**config.mk**
```make
export PLATFORM = sky130hd
export DESIGN_NAME = uart_tx_fifo
export DESIGN_NICKNAME = d
export VERILOG_FILES = /design/src/rtl/uart_pkg.sv /design/src/rtl/uart_fifo_mem.sv /design/src/rtl/uart_tx_fifo.sv
export SDC_FILE = /design/constraint.sdc
export NUM_CORES = 1
export LEC_CHECK = 0
export ABC_CLOCK_PERIOD_IN_PS = 2800
export CORE_MARGIN = 2
export CORE_UTILIZATION = 54
export CTS_CLUSTER_DIAMETER = 30
export DETAILED_ROUTE_END_ITERATION = 6
export GPL_ROUTABILITY_DRIVEN = 1
export PLACE_DENSITY_LB_ADDON = 0.15
export SKIP_LAST_GASP = 1
export SYNTH_ARGS = -nofsm -noshare
export SYNTH_HDL_FRONTEND = slang
export SYNTH_HIERARCHICAL = 1
export SYNTH_SLANG_ARGS = --single-unit
export TNS_END_PERCENT = 20
```
**constraint.sdc**
```tcl
create_clock -name clk_i -period 2.8 [get_ports clk_i]
set_input_delay 0.56 -clock clk_i [delete_from_list [all_inputs] [get_ports clk_i]]
set_output_delay 0.56 -clock clk_i [all_outputs]
set_load 0.02 [all_outputs]
```
**src/rtl/uart_pkg.sv**
```systemverilog
// Shared constants and FSM state encoding for the UART transmit FIFO.
// Latency: none (declarations only).
// Backpressure: not applicable.
package uart_pkg;

    // Default byte width fed to the transmitter.
    localparam int UART_DW_DEFAULT    = 8;

    // Default FIFO entry count (power of two, 2..256).
    localparam int UART_DEPTH_DEFAULT = 16;

    // Launch sequencer states.
    // IDLE   : waiting for a stored byte and an idle transmitter
    // LAUNCH : the single cycle in which tx_ena_o is high
    // GUARD  : waiting for the transmitter to report idle again
    typedef enum logic [1:0] {
        IDLE   = 2'd0,
        LAUNCH = 2'd1,
        GUARD  = 2'd2
    } tx_state_e;

endpackage

```
**src/rtl/uart_fifo_mem.sv**
```systemverilog
// DEPTH x DW storage array for the UART transmit FIFO.
// Latency: write lands on the next rising edge; read is combinational.
// Backpressure: none here; the caller only writes when a slot is free.
module uart_fifo_mem
    import uart_pkg::*;
#(
    parameter int DEPTH = UART_DEPTH_DEFAULT,
    parameter int DW    = UART_DW_DEFAULT,
    localparam int AW   = $clog2(DEPTH)
) (
    input  logic          clk_i,
    input  logic          wr_en_i,
    input  logic [AW-1:0] wr_addr_i,
    input  logic [DW-1:0] wr_data_i,
    input  logic [AW-1:0] rd_addr_i,
    output logic [DW-1:0] rd_data_o
);

    logic [DW-1:0] mem_q [DEPTH];

    // Store the offered byte in the addressed slot. Contents need no reset:
    // the pointers and count decide which slots are valid.
    always_ff @(posedge clk_i) begin
        if (wr_en_i) begin
            mem_q[wr_addr_i] <= wr_data_i;
        end
    end

    // Head entry is presented combinationally so it can be captured on the pop edge.
    assign rd_data_o = mem_q[rd_addr_i];

endmodule

```
**src/rtl/uart_tx_fifo.sv**
```systemverilog
// Byte FIFO between a bus slave and a UART transmitter, with a launch sequencer.
// Latency: byte pushed into an empty FIFO with transmitter idle -> tx_ena_o two cycles later.
// Backpressure: wr_ready_o = ~full; writes offered while full are dropped (flagged when UART_TX_FIFO_OVF_FLAG_EN is defined).
module uart_tx_fifo
    import uart_pkg::*;
#(
    parameter int DEPTH = UART_DEPTH_DEFAULT,
    parameter int DW    = UART_DW_DEFAULT
) (
    input  logic                     clk_i,
    input  logic                     rst_i,
    input  logic                     wr_valid_i,
    input  logic [DW-1:0]            wr_data_i,
    output logic                     wr_ready_o,
    output logic [DW-1:0]            tx_data_o,
    output logic                     tx_ena_o,
    input  logic                     tx_ready_i,
    output logic [$clog2(DEPTH):0]   count_o,
    output logic                     empty_o,
    output logic                     full_o,
    input  logic                     ovf_clr_i,
    output logic                     ovf_o
);

    localparam int AW = $clog2(DEPTH);
    localparam int CW = AW + 1;
    localparam logic [CW-1:0] FULL_CNT = CW'(DEPTH);

    tx_state_e     state_q, state_d;
    logic          guard_first_q, guard_first_d;
    logic [AW-1:0] wr_ptr_q, wr_ptr_d;
    logic [AW-1:0] rd_ptr_q, rd_ptr_d;
    logic [CW-1:0] count_q, count_d;
    logic [DW-1:0] tx_data_q, tx_data_d;
    logic          tx_ena_q, tx_ena_d;

    logic          full;
    logic          empty;
    logic          push;
    logic          pop;
    logic [DW-1:0] head_data;

    assign full  = (count_q == FULL_CNT);
    assign empty = (count_q == '0);

    // No write-through: a push is only accepted while a slot is free.
    assign push  = wr_valid_i && !full;

    uart_fifo_mem #(
        .DEPTH (DEPTH),
        .DW    (DW)
    ) u_mem (
        .clk_i     (clk_i),
        .wr_en_i   (push),
        .wr_addr_i (wr_ptr_q),
        .wr_data_i (wr_data_i),
        .rd_addr_i (rd_ptr_q),
        .rd_data_o (head_data)
    );

    // Launch sequencer: pop and pulse tx_ena_o once per byte, then wait in GUARD
    // until the transmitter is idle. The first GUARD cycle ignores tx_ready_i because
    // the transmitter only drops ready one cycle after it sees ena.
    always_comb begin
        state_d       = state_q;
        guard_first_d = 1'b0;
        tx_ena_d      = 1'b0;
        pop           = 1'b0;
        case (state_q)
            IDLE: begin
                if (!empty && tx_ready_i) begin
                    state_d  = LAUNCH;
                    tx_ena_d = 1'b1;
                    pop      = 1'b1;
                end
            end
            LAUNCH: begin
                state_d       = GUARD;
                guard_first_d = 1'b1;
            end
            GUARD: begin
                if (!guard_first_q && tx_ready_i) begin
                    state_d = IDLE;
                end
            end
            default: begin
                state_d = IDLE;
            end
        endcase
    end

    // Pointer, fill-count and output-byte next state. Pointers wrap naturally at
    // DEPTH because DEPTH is a power of two; the count is kept separately so that
    // full and empty are unambiguous.
    always_comb begin
        wr_ptr_d  = wr_ptr_q;
        rd_ptr_d  = rd_ptr_q;
        count_d   = count_q;
        tx_data_d = tx_data_q;
        if (push) begin
            wr_ptr_d = wr_ptr_q + AW'(1);
        end
        if (pop) begin
            rd_ptr_d  = rd_ptr_q + AW'(1);
            tx_data_d = head_data;
        end
        case ({push, pop})
            2'b10:   count_d = count_q + CW'(1);
            2'b01:   count_d = count_q - CW'(1);
            default: count_d = count_q;
        endcase
    end

    // State and datapath registers; reset wins over push, pop and launch.
    always_ff @(posedge clk_i) begin
        if (rst_i) begin
            state_q       <= IDLE;
            guard_first_q <= 1'b0;
            wr_ptr_q      <= '0;
            rd_ptr_q      <= '0;
            count_q       <= '0;
            tx_data_q     <= '0;
            tx_ena_q      <= 1'b0;
        end else begin
            state_q       <= state_d;
            guard_first_q <= guard_first_d;
            wr_ptr_q      <= wr_ptr_d;
            rd_ptr_q      <= rd_ptr_d;
            count_q       <= count_d;
            tx_data_q     <= tx_data_d;
            tx_ena_q      <= tx_ena_d;
        end
    end

`ifdef UART_TX_FIFO_OVF_FLAG_EN
    logic ovf_q, ovf_d;

    // Sticky overflow: any write attempt while full sets it; set beats clear.
    always_comb begin
        ovf_d = ovf_q;
        if (ovf_clr_i) begin
            ovf_d = 1'b0;
        end
        if (wr_valid_i && full) begin
            ovf_d = 1'b1;
        end
    end

    // Overflow flag register.
    always_ff @(posedge clk_i) begin
        if (rst_i) begin
            ovf_q <= 1'b0;
        end else begin
            ovf_q <= ovf_d;
        end
    end

    assign ovf_o = ovf_q;
`else
    // Flag disabled: the clear input is kept on the port list but has no effect.
    logic unused_ovf_clr;
    assign unused_ovf_clr = ovf_clr_i;
    assign ovf_o          = 1'b0;
`endif

    assign wr_ready_o = !full;
    assign tx_data_o  = tx_data_q;
    assign tx_ena_o   = tx_ena_q;
    assign count_o    = count_q;
    assign empty_o    = empty;
    assign full_o     = full;

endmodule

```
==> impl_metrics.ini, run 1 <==
[placed_design]
dp_hpwl_um = 7090
place.gp.congestion = 0.777
dp_slack_ns = -0.141
io_buffers = 28

[power]
p_seq_share_pct = 42.8
clock_power_share_pct = 35.1
switching_share_pct = 26.1
irDropWorstVdd_v = 0.000555
p_leak_nw = 2.50
powerDensity_nw_per_um2 = 876
p_sw_w = 0.00167
p_comb_share_pct = 22.1
internal-power_w = 0.00473

[sta]
rsz0062_at_grt = false
post-route-min-period_ns = 2.65
finClkSkew_ns = 0.0105
hold_violations = 0
relSlewSlack_pct = 47.6
finalSetupViolations = 0
fin_ws_ns = 0.146
min_period_over_period_pct = 94.8
tightest_slew_ns = 0.784
fmax_mhz = 377
slew_viol_final = 0
tns_ns = 0

[drt]
first_pass_iters = 4
drtAntennaViolNets = 0
drc_errors = 0
via_count = 3189
avgViaCountPerCell = 5.78
wire_per_inst_um = 20.8
routed_wl_um = 11500
drt_iter0_markers = 239

[synthesis]
synth_top_area_share_pct = 62.8
synth_area_leader_cell = edfxtp_1
synth.avg_cell_area_um2 = 17.9
synth_top_cells_by_area = edfxtp_1 (63%), dfxtp_1 (8.2%), mux4_2 (6.6%)
synth_cell_type_count = 42
synth-seq-cells = 153
yosysWarnings = 6
syn_nets = 361
synth_area_um2 = 6120
ys_seq_area_share_pct = 71.0
synth_edf_count = 128
syn_inst = 341
yosysMostFrequentCell = edfxtp_1
synth-async-reset-ratio_pct = 0
synth_commonest_cells = edfxtp_1 (128), nor2_1 (38), dfxtp_1 (25)
ys.flop_type = edfxtp_1

[cts]
cts_tree = yes
clock-root-buffer = clkbuf_16
cts_made_buffers = 17
clock_latency_ns = 0.42
ctsHtreeMaxLevel = 4
cts.sinks = 153
cts_buffer_depth = 2
clkTransAtPathRegs_ns = 0.06
post_cts_buffers = 0

[worst_setup_path]
arrival_ns = 2.09
r2r_cells = 9
rrSetupSlack_ns = 0.19
crit-reg2reg-launch = count_o[0]
critPathMaxFanout = 6
worstPathRequired_ns = 2.24
rr_endpoint = count_o[4]
path_class = reg2out
crit_path_end_kind = output port
critical_path.startpoint_type = register
crit_start = count_o[0]

[layout]
antenna_cells = 0
drive_gt1_share_pct = 20.4
nNetsFinal = 419
syn_to_final_growth_pct = 19.3

[global_route]
grt_usage_pct = 20.3
antenna_found_initial = 0
grt_remaining_overflow = 0
grt_max_degree = 36
grt_pass1_vias = 3317
grt_pass1_wl_um = 18200

[floorplan]
die_area_um2 = 12200
io_pins = 31
fp-row-count = 38
fp.dieH_um = 110
start_util_pct = 56.0
floorplan.core_area_um2 = 10900
die_w_um = 110

[min_path]
whs_endpoint = guard_first_q
hold_path_depth = 2
hold_class = reg2reg
worstHoldStart = state_q[0]

[status]
status = complete, no violations

[job]
cap_violations = 0
-- per-layer routing --
layer	GRT usage [%]	share of wire [%]
met3	5.98	6.0
met5	0	0
met2	31.8	50
met4	9.92	2.5
met1	26.2	42
-- logic make-up (layout without fill, tap and decap cells) --
kind of cell	after synthesis	in the layout	share of synthesized area [%]
flip-flops	153	153	71.0
buffers and inverters	23	94	2.39
AND/OR/NAND/NOR	77	77	5.99
XOR/XNOR	8	8	1.14
other	1	1	0.0613
multiplexers	43	43	14.4
adder cells (fa/ha/maj)	7	7	1.55
AO/OA/AOI/OAI	29	29	3.45
-- registers in the layout (all words and copies together), names as in the netlist --
signal and cells:
tx_data_o 8, tx_ena_o 1, wr_ptr_q 4, count_o 5
u_mem/mem_q 128, guard_first_q 1, state_q 2, rd_ptr_q 4
-- worst max-delay path by stage --
stage / end / slack, ns
floorplan: count_o[4] / 0.03
global placement: count_o[4] / -0.09
detailed placement: count_o[4] / -0.14
CTS: empty_o / 0.14
global route: count_o[4] / 0.03
finish: empty_o / 0.15
-- power by group through the flow --
stage	sequential, W	combinational, W	clock (W)
6_report	0.00274	0.00142	0.00225
5_1_grt	0.00276	0.00152	0.00239
4_1_cts	0.00274	0.00142	0.00229
3_5_place_dp	0.00279	0.00141	0
3_3_place_gp	0.00278	0.00138	0
2_1_floorplan	0.00284	0.000852	0
-- layout make-up --
type | count | area, µm²
Clock buffer | 20 | 437
Timing Repair Buffer | 56 | 503
Inverter | 6 | 22.5
Sequential cell | 153 | 4350
Multi-Input combinational cell | 165 | 1670
Fill cell | 767 | 3630
Tap cell | 140 | 175
Clock inverter | 12 | 149
-- cell usage in the layout (no fill, tap or decap), drive strengths merged, types with 2 or more instances in the layout --
cell / count
xnor2: 4
nor2: 38
nor4: 2
or4: 2
inv: 7
a22oi: 16
a211oi: 2
clkinv: 4
nand2b: 4
and3: 2
nand2: 12
mux2i: 11
clkdlybuf4s50: 28
dfxtp: 25
bufinv: 3
o211ai: 2
xor2: 4
a21oi: 6
nand3: 3
mux4: 32
ha: 6
edfxtp: 128
clkbuf: 20
nor3: 4
nand3b: 3
buf: 28
clkinvlp: 4
-- worst max-delay path: stages (launching register included) --
cell and delay, ns:
dfxtp_2 0.36, or4_4 0.60, nor2_1 0.11, clkdlybuf4s50_1 0.61
-- through the flow --
stage | total power (W) | hold slack [ns] | utilization, % | cell area (µm²) | cells
3_3_place_gp | 0.00416 | 0.465 | 61.4 | 6710 | 520
4_1_cts | 0.00645 | 0.492 | 66.7 | 7290 | 552
2_1_floorplan | 0.00369 | 0.455 | - | 6150 | 341
6_report | 0.00640 | 0.487 | 66.8 | 7300 | 552
5_1_grt | 0.00668 | 0.516 | 66.8 | 7300 | 552
3_5_place_dp | 0.00420 | 0.481 | 61.4 | 6710 | 520
-- timing repair --
action,in CTS,in global routing
gates resized for setup,0,1
hold buffers,0,0
endpoints found under the setup margin,0,1
(Power assumes the default switching activity.)
==> run 2, diff against run 1 <==
Settings changed: CORE_UTILIZATION 54 to 33.
==> impl_metrics.ini, run 2 (synthesis results as in run 1) <==
[worst_setup_path]
path_class = reg2out
worstPathRequired_ns = 2.24
r2r_cells = 9
crit_path_end_kind = output port
critPathMaxFanout = 6
rr_endpoint = count_o[4]
rrSetupSlack_ns = 0.20
arrival_ns = 2.09
critical_path.startpoint_type = register
crit-reg2reg-launch = count_o[1]

[layout]
final_cell_mix = edfxtp_1 (128), nor2_1 (38), clkdlybuf4s50_1 (28), buf_4 (28), dfxtp_1 (22)
antenna_cells = 0
nFillCells = 1631
syn_to_final_growth_pct = 20.8
drive_gt1_share_pct = 21.0
fin_util_pct = 40.9
multi_input_area_um2 = 1660
largest-register = u_mem/mem_q
nNetsFinal = 421
largest_register_ffs = 128
register_area_um2 = 4350
mostFrequentLayoutCell = edfxtp_1

[global_route]
grt_pass1_wl_um = 19500
antenna_found_initial = 0
grt_max_degree = 30
grt_remaining_overflow = 0
grt_pass1_vias = 3378
grt_usage_pct = 13.8

[sta]
hold_violations = 0
min_period_over_period_pct = 94.5
slew_viol_final = 0
finalSetupViolations = 0
rsz0062_at_grt = false
post-route-min-period_ns = 2.65
tightest_slew_ns = 0.875
finClkSkew_ns = 0.00772
relSlewSlack_pct = 41.5
fmax_mhz = 378

[job]
cap_violations = 0

[min_path]
hold_class = reg2reg
whs_endpoint = guard_first_q
worstHoldStart = state_q[0]
hold_path_depth = 2

[cts]
cts_buffer_depth = 2
cts-hold-fix-buffers = 0
clkTransAtPathRegs_ns = 0.06
cts_tree = yes
clock_latency_ns = 0.42
cts_made_buffers = 17
cts.sinks = 153
cts_resized = 0
clock-root-buffer = clkbuf_16
ctsHtreeMaxLevel = 4
post_cts_buffers = 0

[drt]
drc_errors = 0
routed_wl_um = 12600
wire_per_inst_um = 19.5
drt_iter0_markers = 142
drtAntennaViolNets = 0
via_count = 3169
first_pass_iters = 4
avgViaCountPerCell = 4.93

[floorplan]
floorplan.core_area_um2 = 18100
die_w_um = 140
start_util_pct = 33.8
fp.dieH_um = 140
io_pins = 31
die_area_um2 = 19700
fp-row-count = 49

[placed_design]
place.gp.congestion = 0.730
io_buffers = 28
dp_hpwl_um = 7970

[power]
irDropWorstVdd_v = 0.000433
powerDensity_nw_per_um2 = 846
p_total_w = 0.00625
p_leak_nw = 2.51

[status]
status = complete, no violations
run 2: where the power goes:
part | internal [W] | switching [W]
logic | 0.000714 | 0.000682
clock network | 0.00122 | 0.000894
registers | 0.00261 | 0.000130
total | 0.00455 | 0.00171
run 2: through the flow:
step	setup TNS (ns)	setup WS [ns]	cells	hold WS (ns)	area (µm²)
after global routing	0	0.0455	643	0.508	7390
after global placement	-0.151	-0.0758	611	0.474	6850
final	0	0.154	643	0.485	7390
after CTS	0	0.129	643	0.494	7390
after detailed placement	-0.217	-0.110	611	0.491	6850
after floorplan	0	0.0259	341	0.455	6150
run 2: routing by layer:
metal | vias to the layer above | global-route usage (%) | part of all wire, %
met5 | - | 0 | 0
li1 | 1477 | - | -
met4 | 0 | 4.15 | 0.94
met2 | 67 | 23.7 | 52
met3 | 10 | 4.14 | 4.0
met1 | 1615 | 16.9 | 43
run 2: cell type report:
class                           instances  share of cell area [%]
Sequential cell                       153                    58.8
Inverter                                6                   0.305
Timing Repair Buffer                   58                    7.17
Multi-Input combinational cell        165                    22.5
Clock buffer                           17                    5.75
Clock inverter                         15                    1.64
Tap cell                              229                    3.87
run 2: worst max-delay path by stage:
stage,from,to,depth (start not counted)
after global routing,count_o[0],count_o[4],9
after CTS,count_o[1],empty_o,3
after floorplan,count_o[2],count_o[4],10
after global placement,tx_ready_i,count_o[3],11
after detailed placement,tx_ready_i,count_o[4],11
final,count_o[0],full_o,4
run 2: critical path, stage by stage, from the launching register on:
cell and delay, ns:
dfxtp_2 0.36, nor4_1 0.46, nand2_1 0.18, inv_1 0.08
clkdlybuf4s50_1 0.59
==> run 3, diff against run 2 <==
Settings changed: MAX_ROUTING_LAYER set to met4.
==> impl_metrics.ini, run 3 (synthesis results as in run 1) <==
[status]
status = complete, no violations

[min_path]
hold_class = reg2reg

[worst_setup_path]
critical_path.startpoint_type = register
crit_path_end_kind = output port
path_class = reg2out
critPathMaxFanout = 6
worstPathRequired_ns = 2.24
arrival_ns = 2.07

[layout]
antenna_cells = 0
largest_register_ffs = 128
nNetsFinal = 421
drive_gt1_share_pct = 21.0
mostFrequentLayoutCell = edfxtp_1
nFillCells = 1631
largest-register = u_mem/mem_q
syn_to_final_growth_pct = 20.8
final_cell_mix = edfxtp_1 (128), nor2_1 (38), clkdlybuf4s50_1 (28), buf_4 (28), dfxtp_1 (22)

[sta]
min_period_over_period_pct = 94.0
finalSetupViolations = 0
post-route-min-period_ns = 2.63
hold_violations = 0
finClkSkew_ns = 0.00864
tns_ns = 0
fmax_mhz = 380
slew_viol_final = 0
rsz0062_at_grt = false
relSlewSlack_pct = 42.3
tightest_slew_ns = 0.863

[floorplan]
start_util_pct = 33.8
die_w_um = 140
io_pins = 31
fp.dieH_um = 140
die_area_um2 = 19700
floorplan.core_area_um2 = 18100
fp-row-count = 49

[global_route]
antenna_found_initial = 0
grt_usage_pct = 14.2
grt_max_degree = 30
grt_pass1_vias = 3361
grt_pass1_wl_um = 19500
grt_remaining_overflow = 0

[drt]
via_count = 3135
routed_wl_um = 12600
avgViaCountPerCell = 4.88
drtAntennaViolNets = 0
wire_per_inst_um = 19.5
first_pass_iters = 4
drc_errors = 0
drt_iter0_markers = 176

[placed_design]
io_buffers = 28
place.gp.congestion = 0.738
dp_hpwl_um = 7970

[power]
clock_power_share_pct = 33.9
p_sw_w = 0.00170
p_total_w = 0.00625
internal-power_w = 0.00455
p_seq_share_pct = 43.9
p_comb_share_pct = 22.2
powerDensity_nw_per_um2 = 845
p_leak_nw = 2.51
irDropWorstVdd_v = 0.000431
switching_share_pct = 27.3

[job]
cap_violations = 0

[cts]
cts.sinks = 153
cts_buffer_depth = 2
cts-hold-fix-buffers = 0
ctsHtreeMaxLevel = 4
cts_resized = 0
post_cts_buffers = 0
clock_latency_ns = 0.42
cts_made_buffers = 17
cts_tree = yes
clkTransAtPathRegs_ns = 0.06
clock-root-buffer = clkbuf_16
run 3: cell counts in the layout (fill, tap and decap cells not counted):
Identical to the previous run, type by type.
run 3: stage by stage:
| step | hold slack [ns] | area [µm²] | instances | setup slack [ns] | utilization, % |
|---|---|---|---|---|---|
| after detailed placement | 0.491 | 6850 | 611 | -0.110 | 37.9 |
| after global routing | 0.508 | 7390 | 643 | 0.0453 | 40.9 |
| after global placement | 0.474 | 6850 | 611 | -0.0758 | 37.9 |
| final | 0.485 | 7390 | 643 | 0.168 | 40.9 |
| after floorplan | 0.455 | 6150 | 341 | 0.0259 | - |
| after CTS | 0.494 | 7390 | 643 | 0.129 | 40.9 |
run 3: critical path, cell delays in order, from the launching register on:
cell             delay (ns)
dfxtp_2                0.35
or4_4                  0.59
nor2_1                 0.11
clkdlybuf4s50_1        0.61
run 3: worst paths after layout:
path	from	endpoint	slack, ns	cells after the start
min reg2reg	state_q[0]	guard_first_q	0.48	2
max reg2reg	count_o[1]	count_o[4]	0.19	9
min	state_q[0]	guard_first_q	0.48	2
max	count_o[1]	empty_o	0.17	3
run 3: power by group through the flow:
stage / clock, W / combinational, W / sequential [W]
after global placement: 0 / 0.00141 / 0.00279
after CTS: 0.00218 / 0.00143 / 0.00275
after global routing: 0.00230 / 0.00152 / 0.00277
after floorplan: 0 / 0.000852 / 0.00284
final: 0.00212 / 0.00139 / 0.00274
after detailed placement: 0 / 0.00142 / 0.00280
run 3: cell type report:
class / count / area, µm² / share of cell area, %
multi-input combinational: 165 / 1660 / 22.5
clock buffer: 17 / 425 / 5.75
inverter: 6 / 22.5 / 0.305
clock inverter: 15 / 121 / 1.64
timing repair buffer: 58 / 531 / 7.17
tap: 229 / 287 / 3.87
sequential: 153 / 4350 / 58.8
run 3: routing by layer:
metal / vias up / part of all wire, % / global-route usage (%)
li1: 1477 / - / -
met1: 1591 / 43 / 16.9
met2: 60 / 51 / 23.7
met3: 7 / 4.6 / 4.10
met4: 0 / 0.69 / 4.15
met5: - / 0 / -
